<file path="src/rtl/cpu_pkg.sv">
// Shared CPU definitions: hazard FSM states, register-number width and the
// default halt syscall code, plus a saturating counter helper.
package cpu_pkg;

  localparam int          REG_W         = 5;
  localparam logic [31:0] HALT_CODE_DEF = 32'd10;

  typedef enum logic [1:0] {
    RUN    = 2'd0,
    STALL  = 2'd1,
    HALTED = 2'd2
  } hz_state_e;

  function automatic logic [31:0] sat_inc(input logic [31:0] val, input logic en);
    logic [31:0] res;
    if (en && (val != 32'hFFFF_FFFF)) begin
      res = val + 32'd1;
    end else begin
      res = val;
    end
    return res;
  endfunction

endpackage

</file>
<file path="src/rtl/load_use_detect.sv">
// Load-use comparator: flags an ID-stage source that depends on a load
// currently in EX.
module load_use_detect
  import cpu_pkg::*;
(
  input  logic             MemRead_id_ex,
  input  logic             RegWrite_id_ex,
  input  logic [REG_W-1:0] regfile_write_num_id_ex,
  input  logic [REG_W-1:0] rs_id,
  input  logic [REG_W-1:0] rt_id,
  input  logic             use_rs_id,
  input  logic             use_rt_id,
  output logic             hazard
);

  logic rs_match_s;
  logic rt_match_s;
  logic dest_live_s;

  // Register 0 is hard-wired, so a load targeting it never creates a dependency.
  always_comb begin
    dest_live_s = MemRead_id_ex & RegWrite_id_ex & (regfile_write_num_id_ex != 5'd0);
    rs_match_s  = use_rs_id & (rs_id == regfile_write_num_id_ex);
    rt_match_s  = use_rt_id & (rt_id == regfile_write_num_id_ex);
    hazard      = dest_live_s & (rs_match_s | rt_match_s);
  end

endmodule

</file>
<file path="src/rtl/hazard_ctrl.sv">
// Pipeline hazard controller: load-use stalls, branch flushes, halt syscall
// handling and saturating performance counters.
module hazard_ctrl
  import cpu_pkg::*;
#(
  parameter int          LOAD_LAT  = 1,
  parameter logic [31:0] HALT_CODE = HALT_CODE_DEF
) (
  input  logic             clk,
  input  logic             rst_n,
  input  logic [REG_W-1:0] rs_id,
  input  logic [REG_W-1:0] rt_id,
  input  logic             use_rs_id,
  input  logic             use_rt_id,
  input  logic             MemRead_id_ex,
  input  logic             RegWrite_id_ex,
  input  logic [REG_W-1:0] regfile_write_num_id_ex,
  input  logic             branch_taken_ex,
  input  logic             syscall_ex,
  input  logic [31:0]      v0_ex,
  output logic             pc_hold,
  output logic             nop_lock_id,
  output logic             pc_bj,
  output logic             halt_ex,
  output logic             halted,
  output logic [31:0]      stall_cnt,
  output logic [31:0]      flush_cnt,
  output logic [31:0]      cycle_cnt
);

  localparam logic [2:0] LAT_M1 = 3'(LOAD_LAT - 1);

  hz_state_e   state_q, state_d;
  logic [2:0]  cnt_q, cnt_d;
  logic        halted_q, halted_d;
  logic [31:0] stall_q, stall_d;
  logic [31:0] flush_q, flush_d;
  logic [31:0] cycle_q, cycle_d;

  logic hazard_s;
  logic halt_req_s;
  logic pc_hold_s, nop_s, pc_bj_s, halt_ex_s;

  load_use_detect u_detect (
    .MemRead_id_ex           (MemRead_id_ex),
    .RegWrite_id_ex          (RegWrite_id_ex),
    .regfile_write_num_id_ex (regfile_write_num_id_ex),
    .rs_id                   (rs_id),
    .rt_id                   (rt_id),
    .use_rs_id               (use_rs_id),
    .use_rt_id               (use_rt_id),
    .hazard                  (hazard_s)
  );

  // Next-state and combinational control outputs; halt beats branch beats hazard.
  always_comb begin
    halt_req_s = syscall_ex & (v0_ex == HALT_CODE);
    state_d    = state_q;
    cnt_d      = cnt_q;
    pc_hold_s  = 1'b0;
    nop_s      = 1'b0;
    pc_bj_s    = 1'b0;
    halt_ex_s  = 1'b0;
    case (state_q)
      RUN: begin
        if (halt_req_s) begin
          halt_ex_s = 1'b1;
          pc_hold_s = 1'b1;
          state_d   = HALTED;
          cnt_d     = 3'd0;
        end else if (branch_taken_ex) begin
          pc_bj_s = 1'b1;
        end else if (hazard_s) begin
          pc_hold_s = 1'b1;
          nop_s     = 1'b1;
          if (LOAD_LAT > 1) begin
            state_d = STALL;
            cnt_d   = LAT_M1;
          end else begin
            state_d = RUN;
          end
        end else begin
          state_d = RUN;
        end
      end
      // EX only holds a bubble here, so a branch indication cannot be genuine.
      STALL: begin
        if (halt_req_s) begin
          halt_ex_s = 1'b1;
          pc_hold_s = 1'b1;
          state_d   = HALTED;
          cnt_d     = 3'd0;
        end else begin
          pc_hold_s = 1'b1;
          nop_s     = 1'b1;
          if (cnt_q <= 3'd1) begin
            state_d = RUN;
            cnt_d   = 3'd0;
          end else begin
            cnt_d = cnt_q - 3'd1;
          end
        end
      end
      HALTED: begin
        halt_ex_s = 1'b1;
        pc_hold_s = 1'b1;
      end
      default: begin
        state_d = RUN;
        cnt_d   = 3'd0;
      end
    endcase
    halted_d = (state_d == HALTED);
    stall_d  = sat_inc(stall_q, nop_s);
    flush_d  = sat_inc(flush_q, pc_bj_s);
    cycle_d  = sat_inc(cycle_q, state_q != HALTED);
  end

  // State, bubble counter and performance counter registers.
  always_ff @(posedge clk or negedge rst_n) begin
    if (!rst_n) begin
      state_q  <= RUN;
      cnt_q    <= 3'd0;
      halted_q <= 1'b0;
      stall_q  <= 32'd0;
      flush_q  <= 32'd0;
      cycle_q  <= 32'd0;
    end else begin
      state_q  <= state_d;
      cnt_q    <= cnt_d;
      halted_q <= halted_d;
      stall_q  <= stall_d;
      flush_q  <= flush_d;
      cycle_q  <= cycle_d;
    end
  end

  // Outputs are forced low while reset is held, whatever the inputs do.
  assign pc_hold     = rst_n & pc_hold_s;
  assign nop_lock_id = rst_n & nop_s;
  assign pc_bj       = rst_n & pc_bj_s;
  assign halt_ex     = rst_n & halt_ex_s;
  assign halted      = halted_q;
  assign stall_cnt   = stall_q;
  assign flush_cnt   = flush_q;
  assign cycle_cnt   = cycle_q;

endmodule

</file>
<file path="config.mk">
export PLATFORM = sky130hd
export DESIGN_NAME = hazard_ctrl
export DESIGN_NICKNAME = d
export VERILOG_FILES = /design/src/rtl/cpu_pkg.sv /design/src/rtl/load_use_detect.sv /design/src/rtl/hazard_ctrl.sv
export SDC_FILE = /design/constraint.sdc
export NUM_CORES = 1
export LEC_CHECK = 0
export ABC_AREA = 1
export BUFFER_PORTS_ARGS = -buffer_cell sky130_fd_sc_hd__buf_2
export CORE_UTILIZATION = 56
export CTS_BUF_LIST = sky130_fd_sc_hd__clkbuf_8 sky130_fd_sc_hd__clkbuf_16
export DETAILED_ROUTE_END_ITERATION = 10
export PLACE_DENSITY = 0.88
export SYNTH_ARGS = -nofsm -noshare
export SYNTH_HDL_FRONTEND = slang
export SYNTH_SLANG_ARGS = --single-unit
</file>
<file path="constraint.sdc">
create_clock -name clk -period 2.23 [get_ports clk]
set_input_delay 0.446 -clock clk [delete_from_list [all_inputs] [get_ports clk]]
set_output_delay 0.446 -clock clk [all_outputs]
set_load 0.1 [all_outputs]
</file>
# Yosys cells after proc, flatten, opt, wreduce, memory -nomap -nowiden
# Cells that the tools add are included.
dict set report word_totals {
  word_cells 63
  ff_bits 102
  output_inout_bits 101
  in_bits 55
}
dict set report op_classes {
  muxes 21
  bitwise_logic 12
  n_reduce_logical 8
  n_eq_ne 11
  add_sub_neg 4
  order_cmp 1
}
# op count
set ops {}
lappend ops {{32-bit by 1-bit adder with 32-bit output, second input constant} 3}
lappend ops {{32-bit != test, second input constant} 3}
lappend ops {{32-bit by 4-bit == test with 1-bit output, second input constant} 1}
lappend ops {{1-bit bitwise AND} 10}
lappend ops {{5-bit == test} 2}
lappend ops {{1-bit 2-to-1 mux} 9}
lappend ops {{3-bit 2-to-1 mux} 3}
lappend ops {{3-bit case mux with 3 select lines} 1}
lappend ops {{2-bit 2-to-1 mux} 4}
lappend ops {{1-bit case mux with 2 select lines} 3}
lappend ops {{2-bit case mux with 3 select lines} 1}
lappend ops {{5-bit nonzero test} 1}
lappend ops {{2-bit == test, second input constant} 2}
lappend ops {{2-bit != test, second input constant} 2}
lappend ops {{2-bit OR reduction} 2}
lappend ops {{3-bit by 1-bit <= comparator with 1-bit output, second input constant} 1}
lappend ops {{1-bit logical AND} 3}
lappend ops {{3-bit by 1-bit subtractor with 3-bit output, second input constant} 1}
lappend ops {{2-bit by 1-bit == test with 1-bit output, second input constant} 1}
lappend ops {{2-bit zero test} 1}
lappend ops {{2-bit AND reduction} 1}
lappend ops {{1-bit inverter} 1}
lappend ops {{1-bit OR} 1}

# Logic depth before layout (Yosys ltp)
dict set report depth {
  depth_word 9
  depth_mapped 13
  depth_no_buf 12
}

# Cells and area by module
# From an unflattened synthesis, not the netlist that was laid out.
dict set report unflattened {
  cells_unflattened 1058
  hier_area_um2 7058.0
}
# mod cells_each instances seq_area_each_um2 area_each_um2
set by_module_without_submodules {}
lappend by_module_without_submodules {hazard_ctrl 1003 1 2552.4 6840.3}
lappend by_module_without_submodules {load_use_detect 55 1 0.0 217.7}

# Least setup slack after synthesis
# No wires, ideal clock.
dict set report synth_path {
  kind {reg2out}
  startpoint {reg state_q[0]}
  endpoint {out pc_bj}
  path_stages_with_launch 5
  required_time_ps 1784
  arrival_time_ps 3679
  setup_slack_ps -1895
  path_buffers 0
  path_cell_list {dfrtp_1 inv_1 ha_1 inv_1 nor4_1}
}
dict set report synth_between {
  elab_chain_cells 3
}
# element line_no
set synth_rtl {}
lappend synth_rtl {{start: declaration} hazard_ctrl.sv:33} ;# hz_state_e state_q, state_d;
lappend synth_rtl {{start signal: assignment} hazard_ctrl.sv:129} ;# state_q <= state_d;
lappend synth_rtl {{2-bit zero test} hazard_ctrl.sv:64} ;# case (state_q)
lappend synth_rtl {{1-bit 2-to-1 mux} hazard_ctrl.sv:64}
lappend synth_rtl {{1-bit bitwise AND} hazard_ctrl.sv:141} ;# assign pc_bj = rst_n & pc_bj_s;
lappend synth_rtl {{end: declaration} hazard_ctrl.sv:23} ;# output logic pc_bj,
# Every way passes these cells.

# Worst setup path after layout
dict set report layout_path {
  startpoint {reg state_q[0]}
  endpoint {out nop_lock_id}
}
dict set report layout_between {
  elab_chain_cells 3
  elab_cells_between_ends 4
  cone_classes {eq/ne (1); mux (1); bitwise (1); reduce/logical (1)}
}
# element line_no
set layout_rtl {}
lappend layout_rtl {{2-bit by 1-bit == test with 1-bit output or 2-bit zero test (tied branches)} hazard_ctrl.sv:64}
lappend layout_rtl {{1-bit case mux with 2 select lines (*)} hazard_ctrl.sv:64}
lappend layout_rtl {{1-bit bitwise AND (*)} hazard_ctrl.sv:140} ;# assign nop_lock_id = rst_n & nop_s;
lappend layout_rtl {{end: declaration} hazard_ctrl.sv:22} ;# output logic nop_lock_id,
# Mark *: on every way between the ends. The rest lies on a longest branch, timed or not.

==> impl_metrics.csv <==
group,metric,value,unit
synthesis,synth_top_cells_by_area,"dfrtp_1 (36%), nand2_1 (20%), nor2_1 (7.7%)",
cells_and_area,fillers,1054,
global_routing,antenna_found_initial,0,
cts,insertion_delay,360,ps
die,dieArea,13100,sq um
cells_and_area,drive_above_1_share,0.215,
synthesis,synth.top_cell.area_share,0.362,
cts,root_buffer,"clkbuf_16",
cts,cts_buffers,9,
global_routing,grt_overflow_total,0,
placed_design,dp_slack,160,ps
cts,cts_buffer_depth,2,
critical_path,arrival,1690,ps
critical_path,crit_path_max_fanout,5,
die,boundaryPins,156,
synthesis,yosysWarnings,0,
cells_and_area,antenna_cells,0,
timing,fin_crit_sh,0.958,
cells_and_area,nNetsFinal,1295,
detailed_routing,wl_per_cell,13.2,um
cells_and_area,final_util,0.706,
critical_path,r2r_slack,200,ps
detailed_routing,drt-pass1-iter-count,5,
critical_path,start_kind,"register",
synthesis,synth_edf_count,0,
pwr,cellPowerDensity,592,nW/um^2
cts,cts.clk_slew.worst_paths,70,ps
timing,worst_slew_pin_slew,660,ps
timing,maxSlewHeadroom,0.559,
die,die_y,114,um
timing,clock_skew,11.8,ps
timing,hold_viol_final,0,
timing,drv_slew,0,
synthesis,synth_area,7060,sq um
placed_design,place_congestion,0.959,
synthesis,synth_nets,1130,
critical_path,r2r_start,"flush_cnt[0]",
synthesis,synth-seq-area-share,0.362,
cells_and_area,multi_input_area,3990,sq um
timing,max_freq,468,MHz
cts,cts_tree,"built",
outcome,status,"finished, final reports clean",
timing,holdWs,188,ps
cells_and_area,design_area,8590,sq um
pwr,p_leak,4.46,nW
timing,fin_ws,93.6,ps
cells_and_area,instances_no_fill,1405,
detailed_routing,drc,0,
synthesis,synth_largest_area_cell,"dfrtp_1",
synthesis,post-synth-top-count-cell,"nand2_1",
critical_path,rr_endpoint,"flush_cnt[16]",
placed_design,placed_cell_area,8250,sq um
global_routing,grt_first_pass_wirelength,31100,um
critical_path,crit_required,1780,ps
cts,cts.sinks,102,
die,rows,40,
synthesis,synth_area_per_cell,6.62,sq um
placed_design,portBuffers,155,
pwr,vdd_drop_max,608,uV
detailed_routing,vias_per_cell,5.25,
pwr,total_power,5.09,mW
critical_path,end_kind,"primary output",
synthesis,synth-main-ff-cell,"dfrtp_1",
die,initial_core_util,0.580,
placed_design,dpl.cell_count,1386,
cells_and_area,ff_latch_area,2630,sq um
detailed_routing,route.vias.total,7377,
critical_path,path_class,"register to primary output",
timing,finalSetupViolCount,0,
synthesis,synth_common_cells,"nand2_1 (371), nor2_1 (145), inv_1 (127)",
critical_path,rr_worst_depth,8,
synthesis,ys_async_sr_fraction,1.00,
timing,setup_tns,0,ps
synthesis,synth_cell_types,32,
global_routing,grt_pass1_vias,6860,
detailed_routing,ant_nets,0,
detailed_routing,routed_wl,18600,um
die,core,12200,sq um
global_routing,grt_max_degree,103,
cells_and_area,syn_to_final_growth,21.7,%
timing,period_needed,2140,ps
detailed_routing,drt_iter0_drc,587,
job,drv_cap,0,
synthesis,syn_inst,1067,
hold_path,holdCritPathClass,"input pin to asynchronous set/reset pin",
global_routing,grt_use_total,0.297,
synthesis,synth_seq_cells,102,
cts,htreeDepth,3,
placed_design,dp_hpwl,14400,um
die,fp.dieW,114,um
## state kept, by name, summed over array words and instances (netlist names)
name and count:
cnt_q 3, cycle_cnt 32, flush_cnt 32, halted 1, stall_cnt 32, state_q 2
## timing repair
| item | CTS | global route |
|---|---|---|
| endpoints found under the setup margin | 2 | 25 |
| gates resized for setup | 5 | 5 |
| hold buffers | 0 | 0 |
| buffers inserted | 1 | 2 |
## layer usage
metal,part of all wire,vias up,track usage
li1,-,3666,-
met1,0.43,3372,0.381
met2,0.48,308,0.504
met3,0.070,31,0.0651
met4,0.017,0,0.0840
met5,0,-,0
## critical path: stages (launching register included)
cell and delay [ps]:
dfrtp_1 430, inv_2 120, ha_4 150, inv_2 80, nor2_4 130, nand2_2 80, a21oi_4 150, buf_12 190
## cells in the final DEF (no fill, tap or decap), types with 3 or more instances in the layout
| cell | netlist | final |
|---|---|---|
| buf_12 | 0 | 5 |
| dfrtp_4 | 0 | 4 |
| ha_1 | 8 | 7 |
| dfrtp_2 | 0 | 52 |
| o21ai_0 | 17 | 17 |
| xor2_1 | 58 | 58 |
| inv_2 | 0 | 3 |
| nand3b_1 | 5 | 5 |
| buf_4 | 3 | 17 |
| o21ai_1 | 6 | 6 |
| a21oi_1 | 5 | 3 |
| dfrtp_1 | 102 | 46 |
| nand2_2 | 2 | 3 |
| buf_2 | 3 | 150 |
| clkbuf_16 | 0 | 9 |
| nand3_1 | 94 | 94 |
| nand4_1 | 20 | 20 |
| nand2_1 | 371 | 370 |
| xnor2_1 | 20 | 20 |
| inv_1 | 127 | 124 |
| nor2_1 | 145 | 142 |
| nor2_4 | 1 | 3 |
| nor3_1 | 52 | 52 |
## power breakdown
| group | leakage [nW] | switching (mW) | internal [mW] | total [mW] |
|---|---|---|---|---|
| clock | 0.136 | 0.772 | 0.784 | 1.56 |
| sequential | 1.31 | 0.111 | 1.96 | 2.07 |
| combinational | 3.01 | 1.12 | 0.346 | 1.46 |
| total | 4.46 | 2.00 | 3.09 | 5.09 |
## area by class of cell
cell class                      count  area share
Tap cell                          168      0.0245
Timing Repair Buffer              173       0.115
Sequential cell                   102       0.307
Clock buffer                        9      0.0262
Inverter                          127      0.0555
Multi-Input combinational cell    819       0.465
Clock inverter                      7     0.00743
## worst max-delay path by stage
stage / start / endpoint / slack, ps / depth (start not counted)
after floorplan: state_q[1] / pc_bj / -110 / 4
after global placement: v0_ex[30] / stall_cnt[18] / 220 / 13
after detailed placement: v0_ex[30] / stall_cnt[9] / 160 / 13
after CTS: state_q[0] / nop_lock_id / 1 / 7
after global routing: state_q[0] / nop_lock_id / -5 / 7
final: state_q[0] / nop_lock_id / 90 / 7
## cell families (layout without fill, tap and decap cells)
logic type               Yosys count  count (layout)  synth area share
buffers and inverters            146             316            0.0829
adder cells (fa/ha/maj)            8               8            0.0142
XOR/XNOR                          78              78            0.0968
AND/OR/NAND/NOR                  701             701             0.421
flip-flops                       102             102             0.362
AO/OA/AOI/OAI                     32              32            0.0239
No activity file was read; power rests on OpenSTA's default activity.
